[config.mk]
export PLATFORM = sky130hd
export DESIGN_NAME = traffic_phase_sequencer
export DESIGN_NICKNAME = d
export VERILOG_FILES = /design/src/rtl/traffic_phase_sequencer.sv
export SDC_FILE = /design/constraint.sdc
export NUM_CORES = 1
export LEC_CHECK = 0
export CORE_MARGIN = 2
export CORE_UTILIZATION = 40
export DETAILED_ROUTE_END_ITERATION = 12
export GPL_TIMING_DRIVEN = 0
export PLACE_DENSITY = 0.62
export SYNTH_ARGS = -nofsm -noshare
export SYNTH_HDL_FRONTEND = slang
export SYNTH_SLANG_ARGS = --single-unit
[constraint.sdc]
create_clock -name clk -period 6.1 [get_ports clk]
set_clock_uncertainty 0.1 [all_clocks]
set_input_delay 1.525 -clock clk [delete_from_list [all_inputs] [get_ports clk]]
set_output_delay 1.525 -clock clk [all_outputs]
set_load 0.02 [all_outputs]
[src/rtl/traffic_phase_sequencer.sv]
// N-approach traffic-light sequencer: green -> yellow -> all-red rotation with demand skipping,
// emergency preemption and a flashing-yellow fault mode, all timed by an external tick strobe.
module traffic_phase_sequencer #(
    parameter int NUM_PHASES   = 4,
    parameter int TW           = 8,
    parameter int GREEN_TICKS  = 5,
    parameter int YELLOW_TICKS = 2,
    parameter int ALLRED_TICKS = 1,
    parameter int SKIP_EN      = 1,
    localparam int PW          = $clog2(NUM_PHASES)
) (
    input  logic                    clk,
    input  logic                    rst,
    input  logic                    tick_en,
    input  logic [NUM_PHASES-1:0]   req,
    input  logic                    preempt,
    input  logic [PW-1:0]           preempt_phase,
    input  logic                    flash,
    output logic [3*NUM_PHASES-1:0] lights,
    output logic [PW-1:0]           active_phase,
    output logic                    busy_preempt,
    output logic [2:0]              dbg_state
);

    typedef enum logic [2:0] {
        S_GREEN   = 3'd0,
        S_YELLOW  = 3'd1,
        S_ALLRED  = 3'd2,
        S_PREEMPT = 3'd3,
        S_FLASH   = 3'd4
    } state_t;

    localparam logic [TW-1:0] GREEN_LOAD  = TW'(GREEN_TICKS - 1);
    localparam logic [TW-1:0] YELLOW_LOAD = TW'(YELLOW_TICKS - 1);
    localparam logic [TW-1:0] ALLRED_LOAD = TW'(ALLRED_TICKS - 1);
    localparam logic [PW-1:0] LAST_PHASE  = PW'(NUM_PHASES - 1);

    localparam logic [2:0] LAMP_R   = 3'b100;
    localparam logic [2:0] LAMP_Y   = 3'b010;
    localparam logic [2:0] LAMP_G   = 3'b001;
    localparam logic [2:0] LAMP_OFF = 3'b000;

    state_t                  state, state_d;
    logic [TW-1:0]           timer, timer_d;
    logic [PW-1:0]           phase_d;
    logic                    flash_on, flash_on_d;
    logic                    restart, restart_d;
    logic [3*NUM_PHASES-1:0] lights_d;
    logic                    busy_d;
    logic [PW-1:0]           skip_phase;

    // First requesting approach after cur (wrapping, cur itself last); plain successor if none.
    function automatic logic [PW-1:0] pick_next(input logic [PW-1:0] cur,
                                                input logic [NUM_PHASES-1:0] r);
        logic [PW-1:0] sel;
        logic          found;
        int            idx;
        sel   = (cur == LAST_PHASE) ? '0 : cur + 1'b1;
        found = 1'b0;
        if (SKIP_EN != 0) begin
            for (int k = 1; k <= NUM_PHASES; k++) begin
                idx = int'(cur) + k;
                if (idx >= NUM_PHASES) idx = idx - NUM_PHASES;
                if (!found && r[idx]) begin
                    sel   = PW'(idx);
                    found = 1'b1;
                end
            end
        end
        return sel;
    endfunction

    assign skip_phase = pick_next(active_phase, req);

    always_ff @(posedge clk or negedge rst) begin
        if (!rst) begin
            state        <= S_ALLRED;
            timer        <= ALLRED_LOAD;
            active_phase <= LAST_PHASE;
            lights       <= {NUM_PHASES{LAMP_R}};
            busy_preempt <= 1'b0;
            flash_on     <= 1'b0;
            restart      <= 1'b1;
        end else begin
            state        <= state_d;
            timer        <= timer_d;
            active_phase <= phase_d;
            lights       <= lights_d;
            busy_preempt <= busy_d;
            flash_on     <= flash_on_d;
            restart      <= restart_d;
        end
    end

    // Priority each cycle: flash, then preempt, then the tick-driven timer.
    always_comb begin
        state_d    = state;
        timer_d    = timer;
        phase_d    = active_phase;
        flash_on_d = flash_on;
        restart_d  = restart;

        if (flash) begin
            state_d = S_FLASH;
            if (state != S_FLASH) flash_on_d = 1'b1;
            else if (tick_en)     flash_on_d = ~flash_on;
        end else if (state == S_FLASH) begin
            state_d   = S_ALLRED;
            timer_d   = ALLRED_LOAD;
            restart_d = 1'b1;
        end else begin
            case (state)
                S_GREEN: begin
                    if (preempt) begin
                        if (preempt_phase == active_phase) begin
                            state_d = S_PREEMPT;
                        end else begin
                            state_d = S_YELLOW;
                            timer_d = YELLOW_LOAD;
                        end
                    end else if (tick_en) begin
                        if (timer == '0) begin
                            state_d = S_YELLOW;
                            timer_d = YELLOW_LOAD;
                        end else begin
                            timer_d = timer - 1'b1;
                        end
                    end
                end
                S_YELLOW: begin
                    if (tick_en) begin
                        if (timer == '0) begin
                            state_d = S_ALLRED;
                            timer_d = ALLRED_LOAD;
                        end else begin
                            timer_d = timer - 1'b1;
                        end
                    end
                end
                S_ALLRED: begin
                    if (tick_en) begin
                        if (timer == '0) begin
                            restart_d = 1'b0;
                            if (preempt) begin
                                state_d = S_PREEMPT;
                                phase_d = preempt_phase;
                            end else begin
                                state_d = S_GREEN;
                                timer_d = GREEN_LOAD;
                                phase_d = restart ? '0 : skip_phase;
                            end
                        end else begin
                            timer_d = timer - 1'b1;
                        end
                    end
                end
                S_PREEMPT: begin
                    // Timer is frozen; leave through yellow on release or a retarget.
                    if (!preempt || (preempt_phase != active_phase)) begin
                        state_d = S_YELLOW;
                        timer_d = YELLOW_LOAD;
                    end
                end
                default: begin
                    state_d = S_ALLRED;
                    timer_d = ALLRED_LOAD;
                end
            endcase
        end
    end

    // Lamp pattern is derived from the next state so the registered outputs track the state.
    always_comb begin
        lights_d = {NUM_PHASES{LAMP_R}};
        busy_d   = (state_d == S_PREEMPT);
        for (int i = 0; i < NUM_PHASES; i++) begin
            if (state_d == S_FLASH) begin
                lights_d[3*i +: 3] = flash_on_d ? LAMP_Y : LAMP_OFF;
            end else if (PW'(i) == phase_d) begin
                case (state_d)
                    S_GREEN, S_PREEMPT: lights_d[3*i +: 3] = LAMP_G;
                    S_YELLOW:           lights_d[3*i +: 3] = LAMP_Y;
                    default:            lights_d[3*i +: 3] = LAMP_R;
                endcase
            end
        end
    end

    assign dbg_state = state;

endmodule

Word level (Yosys, flattened, before mapping):

Cells that the tools add are included.

* flip-flop bits (word level): 28
* input bits: 11
* output and inout bits: 18
* word-level logic and storage cells: 138

* add/sub/neg operators: 10
* order comparisons: 8
* eq/ne operators: 20
* mux-type cells: 73
* bitwise logic cells: 2
* reductions and logical operators: 18

Operators by type and width (number)
* $lt 32x4->1 const B: 4
* $mux 32: 4
* $mux 8: 11
* $mux 3: 18
* $pmux 8 s4: 1
* $mux 2: 15
* $mux 1: 18
* $ne 3x3->1 const B: 4
* $ne 4x4->1 const B: 3
* $pmux 3 s4: 1
* $sub 3x3->4 const B: 3
* $eq 3x2->1 const B: 3
* $ge 3x3->1 const B: 3
* $bmux 1 s2: 4
* $logic_not 8->1: 1
* $sub 8x1->8 const B: 1
* $reduce_and 7->1: 1
* $add 2x2->3 const B: 2
* $eq 3x1->1 const B: 2
* $eq 3x3->1 const B: 2
* $logic_not 3->1: 2
* $pmux 3 s2: 1
* $reduce_bool 2->1: 3
* $sub 4x3->5 const B: 1
* 16 further kinds: 23

Depth between registers and ports, before layout:

* depth after elaboration: 26
* depth in mapped cells: 10
* gate-level depth less buffers: 9

Worst setup path after synthesis:

No wires, ideal clock.

* path type: input-to-reg
* start point: in req[1]
* end point: reg lights[1]
* library setup time: 95 ps
* data arrival time: 2896 ps
* required time: 5905 ps
* path slack: 3009 ps
* stages on the path: 9
* buffers on the path: 2
* path through: clkbuf_1 nor4b_1 o21ai_0 o31a_1 o2111ai_1 and2_1 buf_6 inv_2 o31ai_1

* longest elaborated chain between the ends: 23
* elaborated cells on any way between the ends: 35
* classes of those cells: mux: 28; reduce/logical: 7

Ends and longest elaborated chain
* start: declaration: line 15 `input logic [NUM_PHASES-1:0] req,`
* $bmux 1 s2: line 64 `if (!found && r[idx]) begin`
* $mux 1 (implied by the code) (2 in a row): line 64
* $mux 1: line 64
* $logic_not 1->1: line 64
* $logic_and 1x1->1: line 64
* $mux 1: line 64
* $logic_not 1->1: line 64
* $logic_and 1x1->1: line 64
* [8 not listed]
* $mux 2 (*): line 112 `case (state)`
* $mux 2 (*): line 107 `end else if (state == S_FLASH) begin`
* $mux 2 (*): line 103 `if (flash) begin`
* named net phase_d[0]: line 45 `logic [PW-1:0] phase_d;`
* $logic_not 2->1 (*): line 179 `end else if (PW'(i) == phase_d) begin`
* $mux 3 (*): line 179
* $mux 3 (*): line 177 `if (state_d == S_FLASH) begin`
* named net lights_d[1]: line 48 `logic [3*NUM_PHASES-1:0] lights_d;`
* end signal: assignment: line 80 `lights <= {NUM_PHASES{LAMP_R}};`
* end signal: assignment: line 88 `lights <= lights_d;`
* end: declaration: line 19 `output logic [3*NUM_PHASES-1:0] lights,`

Mark *: on every way through the listed nets, which the timed path passes. The rest lies on a longest branch. The select of a mux whose other input is x is not followed.
A chain may end at the register's enable or synchronous reset.

Worst setup path after layout:

* start point: in req[2]
* end point: reg lights[4]

* longest elaborated chain between the ends: 23
* elaborated cells on any way between the ends: 35
* classes of those cells: eq/ne: 1; mux: 28; reduce/logical: 6

Ends and longest elaborated chain (line)
* $bmux 1 s2: 64
* $mux 1 (implied by the code) (2 in a row): 64
* $mux 1: 64
* $logic_not 1->1: 64
* $logic_and 1x1->1: 64
* $mux 1: 64
* $logic_not 1->1: 64
* $logic_and 1x1->1: 64
* [8 not listed]
* $mux 2 (*): 112
* $mux 2 (*): 107
* $mux 2 (*): 103
* named net phase_d[1]: 45
* $eq 1x2->1 (*): 179
* $mux 3 (*): 179
* $mux 3 (*): 177
* named net lights_d[4]: 48

Marks and branches as above.

==> flow_summary.yaml <==
critical_path:
  rr_endpoint: "lights[4]"
  reg2reg_slack_ns: 3.48
  r2r_start: "active_phase[0]"
  cp-end-kind: "register"
  crit_path_start_kind: "input pin"
  crit_arrival_ns: 3.73
  cp.required_ns: 6.18
  reg2reg_depth: 9
  worst-setup-path-type: "input pin to register"
  cp_max_fo: 10
die:
  start_util_pct: 40.9
  core_area_mm2: 0.00463
  row_count: 25
  die_y_um: 72.8
  io-pin-count: 29
  die_x_um: 72.8
  die_area_mm2: 0.00530
timing:
  setup_ws_ns: 2.46
  rsz0062_at_grt: "false"
  fmax_mhz: 274
  tns_ns: 0
  worst_pin_slew_ns: 0.637
  relSlewSlack_pct: 57.3
  drv_slew: 0
  hold_viol_final: 0
  fin_crit_sh_pct: 59.7
  setup_viol: 0
  fin_crit_ns: 3.64
place:
  io_buffers: 28
  dp_hpwl_um: 3110
  place_ws_ns: 2.22
  gp_congestion: 0.796
clock_network:
  clock_path_buffers: 2
  clk_pin_slew_ns: 0.10
  clk-insertion-delay-late_ns: 0.28
  numCtsBuffers: 3
  cts_resized: 0
  cts_sinks: 28
  cts_tree: "yes"
  holdBufCountCts: 0
  root_buffer: "clkbuf_8"
  cts_htree_levels: 1
  post_cts_buffers: 0
finish:
  fillerInstances: 449
  area_growth_pct: 21.9
  final_nets: 264
  antenna_cells: 0
  drive_gt1_share_pct: 13.2
  seqCellArea_um2: 711
  multi_input_area_mm2: 0.00106
global_route:
  grt_antenna_before_repair: 0
  overflow: 0
  grt_pass1_vias: 1577
  grt_pass1_wl_um: 7350
  track_usage_pct: 17.1
  grt_max_degree: 29
routing:
  route.detailed.drc: 0
  dr.pass1.iters: 4
  viasPerCell: 5.62
  postRouteAntennaNets: 0
  wl_per_cell_um: 13.9
  drtIter0Drc: 108
  routed_wirelength_um: 4230
  via_count: 1708
synth:
  ys_seq_area_share_pct: 37.5
  synthArstFlopShare_pct: 100
  yosysMostFrequentCell: "nor2_1"
  synth_cells: 218
  syn_nets: 231
  synthFlopType: "dfrtp_1"
  synth_top_area_share_pct: 26.4
  synthTopCellsByArea: "dfrtp_1 26%, dfstp_2 11%, nor2_1 4.8%"
  syn_avg_cell_area_um2: 8.69
  yosys-top-cells-count: "24 x nor2_1, 20 x dfrtp_1, 18 x nand2_1, 13 x o21ai_0, 9 x o31ai_1"
  yosys_warnings: 0
  yosysTopAreaCell: "dfrtp_1"
  yosysUniqueCellTypes: 57
  synth_edf_count: 0
  ys_ff_latch: 28
  netlist_area_mm2: 0.00189
worst_hold_path:
  hp-start: "timer[7]"
  holdPathEnd: "timer[7]"
  whs_path_depth: 1
  worstHoldPathType: "register to register"
power:
  p_leak_nw: 0.976
  ir_drop_v: 0.000148
  p_per_area_mw_per_mm2: 429
status:
  status: "finished clean"
run:
  max_cap_viol_count: 0
[flip-flops by register name (all words and copies together), names as in the netlist]
signal,count
busy_preempt,1
active_phase,2
timer,8
dbg_state,3
restart,1
flash_on,1
lights,12
[layer usage]
metal	vias to the layer above	global-route usage (%)	share of wire, %
met2	34	26.1	45
met4	0	4.73	0.76
met5	-	0	0
met1	805	25.8	49
li1	867	-	-
met3	2	1.80	4.4
[cell usage in the layout, fill, tap and decap left out, types with 4 or more instances in the layout]
master,n
dfrtp_1,20
o31ai_1,9
inv_1,6
nor2_1,24
mux2i_1,8
o21ai_1,8
nand3_1,4
nor3_1,4
clkdlybuf4s50_1,27
a31oi_1,5
dfstp_2,8
a211oi_1,5
and3_1,7
buf_2,6
clkbuf_1,6
o21ai_0,13
a21oi_1,7
nand2_1,18
[logic make-up after synthesis]
group / after synthesis / share of synthesized area (%)
xor+xnor: 3 / 1.39
mux: 10 / 5.42
buf+inv: 25 / 6.47
fa+ha+maj: 2 / 1.32
simple gates: 79 / 22.3
compound gates: 71 / 25.6
flops: 28 / 37.5
[worst max path at each step]
| stage | to | slack, ns | from | depth (start not counted) |
|---|---|---|---|---|
| after floorplan | lights[1] | 3.01 | req[1] | 9 |
| after global placement | lights[10] | 2.21 | req[2] | 8 |
| after detailed placement | lights[4] | 2.22 | req[2] | 9 |
| after CTS | lights[4] | 2.51 | req[2] | 9 |
| after global routing | lights[7] | 2.31 | req[1] | 10 |
| final | lights[4] | 2.46 | req[2] | 9 |
[power breakdown]
part | internal [W] | switching (W) | leakage [nW]
clock network | 0.0000879 | 0.0000610 | 0.0357
logic | 0.000241 | 0.000323 | 0.597
registers | 0.000236 | 0.0000403 | 0.343
total | 0.000565 | 0.000424 | 0.976
[final cells by class]
cell class / instances / share of cell area [%]
inverters: 8 / 1.30
repair buffers: 28 / 11.9
clock buffers: 3 / 1.79
multi-input cells: 165 / 46.0
well taps: 54 / 2.93
flip-flops and latches: 28 / 30.8
clock inverters: 1 / 1.30
plain buffers: 17 / 4.01
[worst max-delay path: stages]
cell             delay [ns]
clkdlybuf4s50_1        0.54
buf_2                  0.23
mux2i_1                0.12
a32o_1                 0.29
o22ai_1                0.19
a211oi_1               0.09
a21oi_2                0.35
inv_2                  0.14
o31ai_1                0.26
[metrics by stage]
stage | power [W] | cell area, um^2 | cells | hold WS [ns] | util (%)
after global placement | 0.000841 | 2240 | 300 | 0.383 | 48.4
after detailed placement | 0.000840 | 2240 | 300 | 0.392 | 48.4
after floorplan | 0.000703 | 1890 | 218 | 0.364 | -
after CTS | 0.000993 | 2310 | 304 | 0.411 | 50.0
final | 0.000989 | 2310 | 304 | 0.412 | 49.9
after global routing | 0.00108 | 2310 | 304 | 0.429 | 49.9
Power figures use the tool's default switching activity.
